**config.mk**
```make
export PLATFORM = sky130hd
export DESIGN_NAME = booth_mult_arbiter
export DESIGN_NICKNAME = d
export VERILOG_FILES = /design/src/rtl/booth_arb_pkg.sv /design/src/rtl/rr_arbiter.sv /design/src/rtl/booth_mult_arbiter.sv
export SDC_FILE = /design/constraint.sdc
export NUM_CORES = 1
export LEC_CHECK = 0
export ABC_AREA = 1
export BUFFER_PORTS_ARGS = -buffer_cell sky130_fd_sc_hd__buf_2
export CORE_AREA = 8 8 176 178
export CTS_CLUSTER_SIZE = 10
export DETAILED_ROUTE_END_ITERATION = 10
export DIE_AREA = 0 0 184 186
export SETUP_SLACK_MARGIN = 0.3
export SLEW_MARGIN = 15
export SYNTH_ARGS = -nofsm -noshare
export SYNTH_HDL_FRONTEND = slang
export SYNTH_SLANG_ARGS = --single-unit
```
**constraint.sdc**
```tcl
create_clock -name clk -period 2.94 [get_ports clk]
set_input_delay 0.147 -clock clk [delete_from_list [all_inputs] [get_ports clk]]
set_output_delay 0.147 -clock clk [all_outputs]
set_load 0.02 [all_outputs]
```
**src/rtl/booth_arb_pkg.sv**
```systemverilog
// Shared types and constants for the Booth multiplier arbiter.
// The iterative multiplier needs MUL_STEPS accumulate cycles before it raises done.
package booth_arb_pkg;
  localparam int OP_W            = 32;
  localparam int RES_W           = 64;
  localparam int MUL_STEPS       = 16;
  localparam int DEFAULT_TIMEOUT = 24;

  typedef enum logic [2:0] {
    ST_IDLE = 3'd0,
    ST_CLR  = 3'd1,
    ST_WAIT = 3'd2,
    ST_RUN  = 3'd3,
    ST_RESP = 3'd4
  } state_t;
endpackage

```
**src/rtl/rr_arbiter.sv**
```systemverilog
// Combinational round-robin arbiter: one-hot grant to the first requester at or
// after ptr, wrapping around. The pointer register lives in the parent.
module rr_arbiter #(
  parameter int N  = 4,
  parameter int PW = (N > 1) ? $clog2(N) : 1
) (
  input  logic [N-1:0]  req,
  input  logic [PW-1:0] ptr,
  output logic [N-1:0]  gnt
);
  logic [N-1:0] lo_mask;
  logic [N-1:0] upper;
  logic [N-1:0] pick;

  // Prefer requesters at or above ptr; otherwise wrap to the lowest index.
  always_comb begin
    lo_mask = (N'(1) << ptr) - N'(1);
    upper   = req & ~lo_mask;
    pick    = (|upper) ? upper : req;
    gnt     = pick & (~pick + N'(1));
  end
endmodule

```
**src/rtl/booth_mult_arbiter.sv**
```systemverilog
// Shares one iterative radix-4 Booth multiplier among NUM_REQ requesters:
// round-robin accept, CLR/WAIT/RUN sequencing, timeout, and a per-owner response.
module booth_mult_arbiter
  import booth_arb_pkg::*;
#(
  parameter int NUM_REQ = 4,
  parameter int TIMEOUT = DEFAULT_TIMEOUT
) (
  input  logic                    clk,
  input  logic                    reset,
  input  logic [NUM_REQ-1:0]      req_valid,
  output logic [NUM_REQ-1:0]      req_ready,
  input  logic [NUM_REQ*OP_W-1:0] req_a,
  input  logic [NUM_REQ*OP_W-1:0] req_b,
  output logic [NUM_REQ-1:0]      rsp_valid,
  input  logic [NUM_REQ-1:0]      rsp_ready,
  output logic [RES_W-1:0]        rsp_result,
  output logic                    rsp_err,
  output logic                    busy,
  output logic [OP_W-1:0]         mul_a,
  output logic [OP_W-1:0]         mul_b,
  output logic                    mul_enable,
  output logic                    mul_reset,
  input  logic                    mul_done,
  input  logic [RES_W-1:0]        mul_result,
  output state_t                  dbg_state
);
  localparam int IDW = (NUM_REQ > 1) ? $clog2(NUM_REQ) : 1;
  localparam int CW  = $clog2(TIMEOUT + 1);

  state_t           state_q, state_d;
  logic [IDW-1:0]   rr_ptr_q, rr_ptr_d;
  logic [IDW-1:0]   id_q, id_d;
  logic [OP_W-1:0]  a_q, a_d, b_q, b_d;
  logic [CW-1:0]    cnt_q, cnt_d;
  logic [RES_W-1:0] result_q, result_d;
  logic             err_q, err_d;

  logic [NUM_REQ-1:0] grant;
  logic               arb_en;
  logic [IDW-1:0]     sel_id;
  logic [OP_W-1:0]    sel_a, sel_b;

  rr_arbiter #(.N(NUM_REQ), .PW(IDW)) u_rr (
    .req (req_valid),
    .ptr (rr_ptr_q),
    .gnt (grant)
  );

  // Handshakes: a transfer occurs in any cycle where valid and ready are both
  // high. req_ready is the one-hot round-robin winner, offered only in IDLE;
  // rsp_valid is one-hot on the owner and only that owner's rsp_ready counts.
  assign arb_en     = (state_q == ST_IDLE) && reset;
  assign req_ready  = arb_en ? grant : '0;
  assign rsp_valid  = (state_q == ST_RESP) ? (NUM_REQ'(1) << id_q) : '0;
  assign rsp_result = result_q;
  assign rsp_err    = err_q;
  assign busy       = (state_q != ST_IDLE);
  assign mul_a      = a_q;
  assign mul_b      = b_q;
  assign mul_reset  = (state_q == ST_CLR);
  // Dropping enable in the done cycle stops the multiplier from taking a 17th step.
  assign mul_enable = (state_q == ST_CLR) || (state_q == ST_WAIT) ||
                      ((state_q == ST_RUN) && !mul_done);
  assign dbg_state  = state_q;

  always_comb begin
    sel_id = '0;
    sel_a  = '0;
    sel_b  = '0;
    for (int i = 0; i < NUM_REQ; i++) begin
      if (grant[i]) begin
        sel_id = IDW'(i);
        sel_a  = req_a[i*OP_W +: OP_W];
        sel_b  = req_b[i*OP_W +: OP_W];
      end
    end
  end

  always_comb begin
    state_d  = state_q;
    rr_ptr_d = rr_ptr_q;
    id_d     = id_q;
    a_d      = a_q;
    b_d      = b_q;
    cnt_d    = cnt_q;
    result_d = result_q;
    err_d    = err_q;
    case (state_q)
      ST_IDLE: begin
        if (arb_en && (|grant)) begin
          id_d     = sel_id;
          a_d      = sel_a;
          b_d      = sel_b;
          rr_ptr_d = (sel_id == IDW'(NUM_REQ - 1)) ? '0 : sel_id + IDW'(1);
          state_d  = ST_CLR;
        end
      end
      ST_CLR:  state_d = ST_WAIT;
      ST_WAIT: begin
        cnt_d   = '0;
        state_d = ST_RUN;
      end
      ST_RUN: begin
        if (mul_done) begin
          result_d = mul_result;
          err_d    = 1'b0;
          state_d  = ST_RESP;
        end else if (cnt_q == CW'(TIMEOUT - 1)) begin
          result_d = '0;
          err_d    = 1'b1;
          state_d  = ST_RESP;
        end else begin
          cnt_d = cnt_q + CW'(1);
        end
      end
      ST_RESP: begin
        if (|(rsp_valid & rsp_ready)) state_d = ST_IDLE;
      end
      default: state_d = ST_IDLE;
    endcase
  end

  always_ff @(posedge clk) begin
    if (!reset) begin
      state_q  <= ST_IDLE;
      rr_ptr_q <= '0;
      id_q     <= '0;
      a_q      <= '0;
      b_q      <= '0;
      cnt_q    <= '0;
      result_q <= '0;
      err_q    <= 1'b0;
    end else begin
      state_q  <= state_d;
      rr_ptr_q <= rr_ptr_d;
      id_q     <= id_d;
      a_q      <= a_d;
      b_q      <= b_d;
      cnt_q    <= cnt_d;
      result_q <= result_d;
      err_q    <= err_d;
    end
  end
endmodule

```
## Word-level counts from Yosys, hierarchy flattened

Index checks and enable logic that the tools add are counted.

| word-level totals | value |
|---|---|
| logic and storage cells | 74 |
| register bits | 141 |
| input port bits | 331 |
| output and inout bits | 143 |

| operators by class | value |
|---|---|
| $add $sub $neg | 4 |
| muxes and demuxes | 27 |
| equality and inequality tests | 11 |
| shift operators | 2 |
| bitwise operators | 5 |
| reductions and logical operators | 17 |

Operators with widths:

| cell | count |
|---|---|
| $mux W32 | 8 |
| $mux W64 | 2 |
| $pmux W3 S5 | 1 |
| $and A4 B4 Y4 | 3 |
| $mux W3 | 4 |
| $mux W4 | 3 |
| $reduce_or A4 Y1 | 3 |
| $mux W5 | 2 |
| $pmux W5 S2 | 1 |
| $not A4 Y4 | 2 |
| $shl A1 B2 Y4 const A | 2 |
| $eq A3 B2 Y1 const B | 2 |
| $mux W2 | 3 |
| $reduce_and A3 Y1 | 2 |
| $add A5 B1 Y5 const B | 1 |
| $eq A5 B5 Y1 const B | 1 |
| $add A4 B1 Y4 const B | 1 |
| $ne A2 B1 Y1 const B | 2 |
| $ne A2 B2 Y1 const B | 2 |
| $reduce_and A2 Y1 | 2 |
| $reduce_bool A2 Y1 | 2 |
| $sub A4 B2 Y4 const B | 1 |
| $eq A3 B1 Y1 const B | 1 |
| $eq A3 B3 Y1 const B | 1 |
| other kinds (9) | 14 |

## Depth between registers and ports, before layout

| depth | value |
|---|---|
| depth after elaboration | 14 |
| depth in mapped cells | 13 |

## By module

Synthesis repeated with hierarchy kept, for this count alone.

| unflattened totals | value |
|---|---|
| cells, all modules | 1,178 |
| area, all modules | 7,284.5 µm² |

Modules (own cells, without submodules):

| module | instances | area an instance (µm²) | seq. area each (µm²) | cells an instance |
|---|---|---|---|---|
| booth_mult_arbiter | 1 | 7,205.7 | 2,822.7 | 1,160 |
| rr_arbiter | 1 | 78.8 | 0.0 | 18 |

## Least setup slack after synthesis

No wires, ideal clock.

| timing | value |
|---|---|
| path type | flip-flop to flip-flop |
| from | reg state_q[0], in the netlist dbg_state[0] |
| to | reg id_q[1] |
| slack | 1,058 ps |
| period minus slack after synthesis | 1,882 ps |
| arrival time | 1,812 ps |
| required time | 2,870 ps |
| cell stages (with the launch flop) | 10 |
| cells stage by stage | dfxtp_1 > nor2_1 > inv_1 > nor2_1 > inv_1 > nor2_1 > inv_1 > nor3_1 > nor2_1 > a21oi_1 |

| on the way | value |
|---|---|
| longest elaborated chain between the ends | 4 |

Ends and longest elaborated chain:

| element | line | RTL |
|---|---|---|
| from (decl) | booth_mult_arbiter.sv:31 | `state_t state_q, state_d;` |
| from (signal assigned) | booth_mult_arbiter.sv:135 | `state_q <= state_d;` |
| $logic_not A3 Y1 * | booth_mult_arbiter.sv:53, booth_mult_arbiter.sv:89 |  |
| $logic_and A1 B1 Y1 | booth_mult_arbiter.sv:53 | `assign arb_en = (state_q == ST_IDLE) && reset;` |
| $logic_and A1 B1 Y1 | booth_mult_arbiter.sv:91 | `if (arb_en && (\|grant)) begin` |
| $reduce_and A2 Y1 (no source line) * | - |  |
| to (signal assigned) | booth_mult_arbiter.sv:137 | `id_q <= id_d;` |
| to (decl) | booth_mult_arbiter.sv:33 | `logic [IDW-1:0] id_q, id_d;` |

Every way passes the cells marked *; elsewhere a longest branch is shown, timed or not.
A chain may end at the register's enable or synchronous reset.

## Worst setup path in the final report

| timing | value |
|---|---|
| from | reg rr_ptr_q[1] |
| to | out req_ready[3] |

| on the way | value |
|---|---|
| longest elaborated chain between the ends | 10 |

Ends and longest elaborated chain:

| element | line | RTL |
|---|---|---|
| from (decl) | booth_mult_arbiter.sv:32 | `logic [IDW-1:0] rr_ptr_q, rr_ptr_d;` |
| from (signal assigned) | booth_mult_arbiter.sv:136 | `rr_ptr_q <= rr_ptr_d;` |
| $shl A1 B2 Y4 * | rr_arbiter.sv:17 | `lo_mask = (N'(1) << ptr) - N'(1);` |
| $sub A4 B2 Y4 * | rr_arbiter.sv:17 |  |
| $not A4 Y4 * | rr_arbiter.sv:18 | `upper = req & ~lo_mask;` |
| $and A4 B4 Y4 * | rr_arbiter.sv:18 |  |
| $reduce_or A4 Y1 | rr_arbiter.sv:19 | `pick = (\|upper) ? upper : req;` |
| $mux W4 * | rr_arbiter.sv:19 |  |
| $not A4 Y4 | rr_arbiter.sv:20 | `gnt = pick & (~pick + N'(1));` |
| $add A4 B1 Y4 | rr_arbiter.sv:20 |  |
| $and A4 B4 Y4 * | rr_arbiter.sv:20 |  |
| $mux W4 * | booth_mult_arbiter.sv:54 | `assign req_ready = arb_en ? grant : '0;` |
| to (decl) | booth_mult_arbiter.sv:12 | `output logic [NUM_REQ-1:0] req_ready,` |

Marks and branches as above.

==> impl_metrics.yaml <==
status:
  outcome: "finished, final reports clean"
sta:
  skew_ps: 11.23
  maxSlewHeadroom: 0.4568
  finalCritPeriodShare: 0.7818
  rsz0062_at_grt: "false"
  slew_viol_final: 0
  tns_ps: 0
  final-setup-viol-count: 0
  tightest_slew_ps: 814.8
  period_needed_ps: 2299
  timing_hold_violations_final: 0
  timing.fmax_mhz: 435.0
worst_setup_path:
  cp.arrival_ps: 2150
  r2r_cells: 12
  endpoint_kind: "output pin"
  critPathMaxFanout: 21
  cp.required_ps: 2790
  start_kind: "flop"
  path_class: "reg -> out"
detailed_routing:
  drt_iter0_markers: 468
  finalWirelength_um: 34380
  vias_per_cell: 4.871
  drt_first_pass_iters: 5
  wl_per_cell_um: 17.74
  drtAntennaViolNets: 0
  drc: 0
  vias: 9440
yosys:
  synth_seq_cells: 141
  async_reset_ff_frac: 0
  yosys.area.top_type: "dfxtp_1"
  synth_seq_area_share: 0.3991
  yosys-top-cells-area: "dfxtp_1 (40%), nand3_1 (19%), nand2_1 (18%), nand4_1 (6.2%), a21oi_1 (5.0%)"
  ys.flop_type: "dfxtp_1"
  synth_common_cells: "nand2_1 (341), nand3_1 (262), dfxtp_1 (141)"
  avgSynthCellArea_um2: 6.704
  netlist_area_um2: 7073
  yosysMostFrequentCell: "nand2_1"
  synth_edf_count: 0
  yosysTopAreaCellShare: 0.3991
  synth.net_count: 1387
  postSynthCellCount: 1055
  ys_types: 27
  yosysWarnings: 0
finish:
  syn_to_final_growth_pct: 53.58
  final_util: 0.3847
  layout-drive-gt1-share: 0.3510
  fillers: 3043
  seqCellArea_um2: 2823
  final_nets: 1869
  multiInputGateArea_um2: 3691
floorplan:
  die_width_um: 184
  die_h_um: 186
  rows: 62
  core_area_um2: 28240
  start_util: 0.2505
  ios: 474
  die-area_um2: 34220
clocking:
  cts_tree: "built"
  clockRootBuffer: "clkbuf_16"
  cts-resized-gates: 0
  clk_pin_slew_ps: 70
  clockBufferDepth: 2
  cts-buffers-inserted: 17
  clkSinkCount: 141
  h-tree-depth: 4
  worstSkewPairLatency_ps: 420
grt:
  antenna_found_initial: 7
  grt-ovfl-total: 0
  grt_pass1_vias: 9575
  grt_pass1_wl_um: 52050
  grt_usage: 0.1915
  grt_max_degree: 72
placed_design:
  globalplace.congestion: 0.8769
  dp_hpwl_um: 25420
  place.port_buffers: 473
run:
  cap_violations: 0
hold_path:
  hp-class: "in -> reg"
  whs_path_depth: 3
power:
  power_density_nw_per_um2: 702.0
  leakage_nw: 5.324
  ir_drop_uv: 404.3
[registers in the layout (all words and copies together) (netlist names)]
register / count
mul_a: 32
dbg_state: 3
cnt_q: 5
rsp_err: 1
id_q: 2
mul_b: 32
rr_ptr_q: 2
rsp_result: 64
[cell type report]
type	instances	share of cell area
Antenna cell	4	0.0009214
Clock inverter	15	0.01543
Inverter	28	0.009675
Multi-Input combinational cell	794	0.3398
Timing Repair Buffer	555	0.2909
Clock buffer	17	0.03916
Sequential cell	141	0.2598
Tap cell	384	0.04423
[path summary, 6_finish.rpt]
| kind | start | endpoint | slack (ps) |
|---|---|---|---|
| max reg2reg | rr_ptr_q[1] | dbg_state[0] | 850 |
| min | mul_result[0] | rsp_result[0] | 20 |
| max | rr_ptr_q[1] | req_ready[3] | 640 |
| min reg2reg | mul_a[4] | mul_a[4] | 470 |
[cell families after synthesis]
family	after synthesis	share of synthesized area
buf+inv	120	0.08279
fa+ha+maj	1	0.001769
compound gates	82	0.06244
simple gates	711	0.4539
flops	141	0.3991
[cell usage in the layout (no fill, tap or decap)]
cell type	Yosys	final
clkinvlp_4	0	3
a31oi_1	2	2
nand2_2	5	7
buf_2	18	473
dfxtp_1	141	141
or2_2	1	1
o211ai_1	1	1
a21o_1	1	1
buf_4	18	19
inv_2	4	5
o21ai_0	3	3
nor2_1	19	19
nor3b_1	1	1
buf_12	0	2
clkinv_8	0	3
o21ai_1	1	1
a41oi_1	2	2
nor2_2	3	1
inv_6	0	1
nand3_1	262	262
nand2_1	341	339
dlygate4sd3_1	0	61
ha_1	1	1
clkinv_4	0	1
nand4_1	70	70
inv_1	24	23
clkbuf_16	0	17
nor3_1	8	8
inv_8	0	7
a21oi_4	0	1
nor2_4	0	2
diode_2	0	4
a21oi_1	71	70
a31oi_4	1	1
or2_1	1	1
[what timing repair did]
item                      CTS  global route
hold buffers               61             0
hold endpoints to repair   61             0
buffers inserted            0             0
[metrics by stage]
step	hold WS, ps	setup slack, ps	power (mW)	std cells	area, um2
6_report	16.61	641.4	7.626	1938	10860
5_1_grt	1.064	382.7	8.137	1938	10860
4_1_cts	0.2660	558.2	7.754	1934	10850
3_5_place_dp	403.5	839.2	5.473	1841	9649
3_3_place_gp	401.6	838.8	5.461	1841	9649
2_1_floorplan	294.4	1058	4.373	1055	7073
[report_power, final]
part | switching [mW] | internal [mW]
clock | 1.01 | 1.14
sequential | 0.239 | 2.31
combinational | 1.96 | 0.955
total | 3.22 | 4.41
[per-layer routing]
layer  global-route usage  routed length [um]
met2               0.3323               16700
met1               0.2125               13360
met3              0.06207                3161
met5                    0                  22
met4              0.08196                1143
[critical path, stage by stage, from the launching register on]
cell and delay [ps]:
dfxtp_1 340, nand2_1 140, nand2_2 90, nand3_1 90, nand2_2 60, nand2_2 90
nand2_2 90, inv_2 330, nand2_1 130, nor2_1 150, buf_2 220
Power figures use the tool's default switching activity.
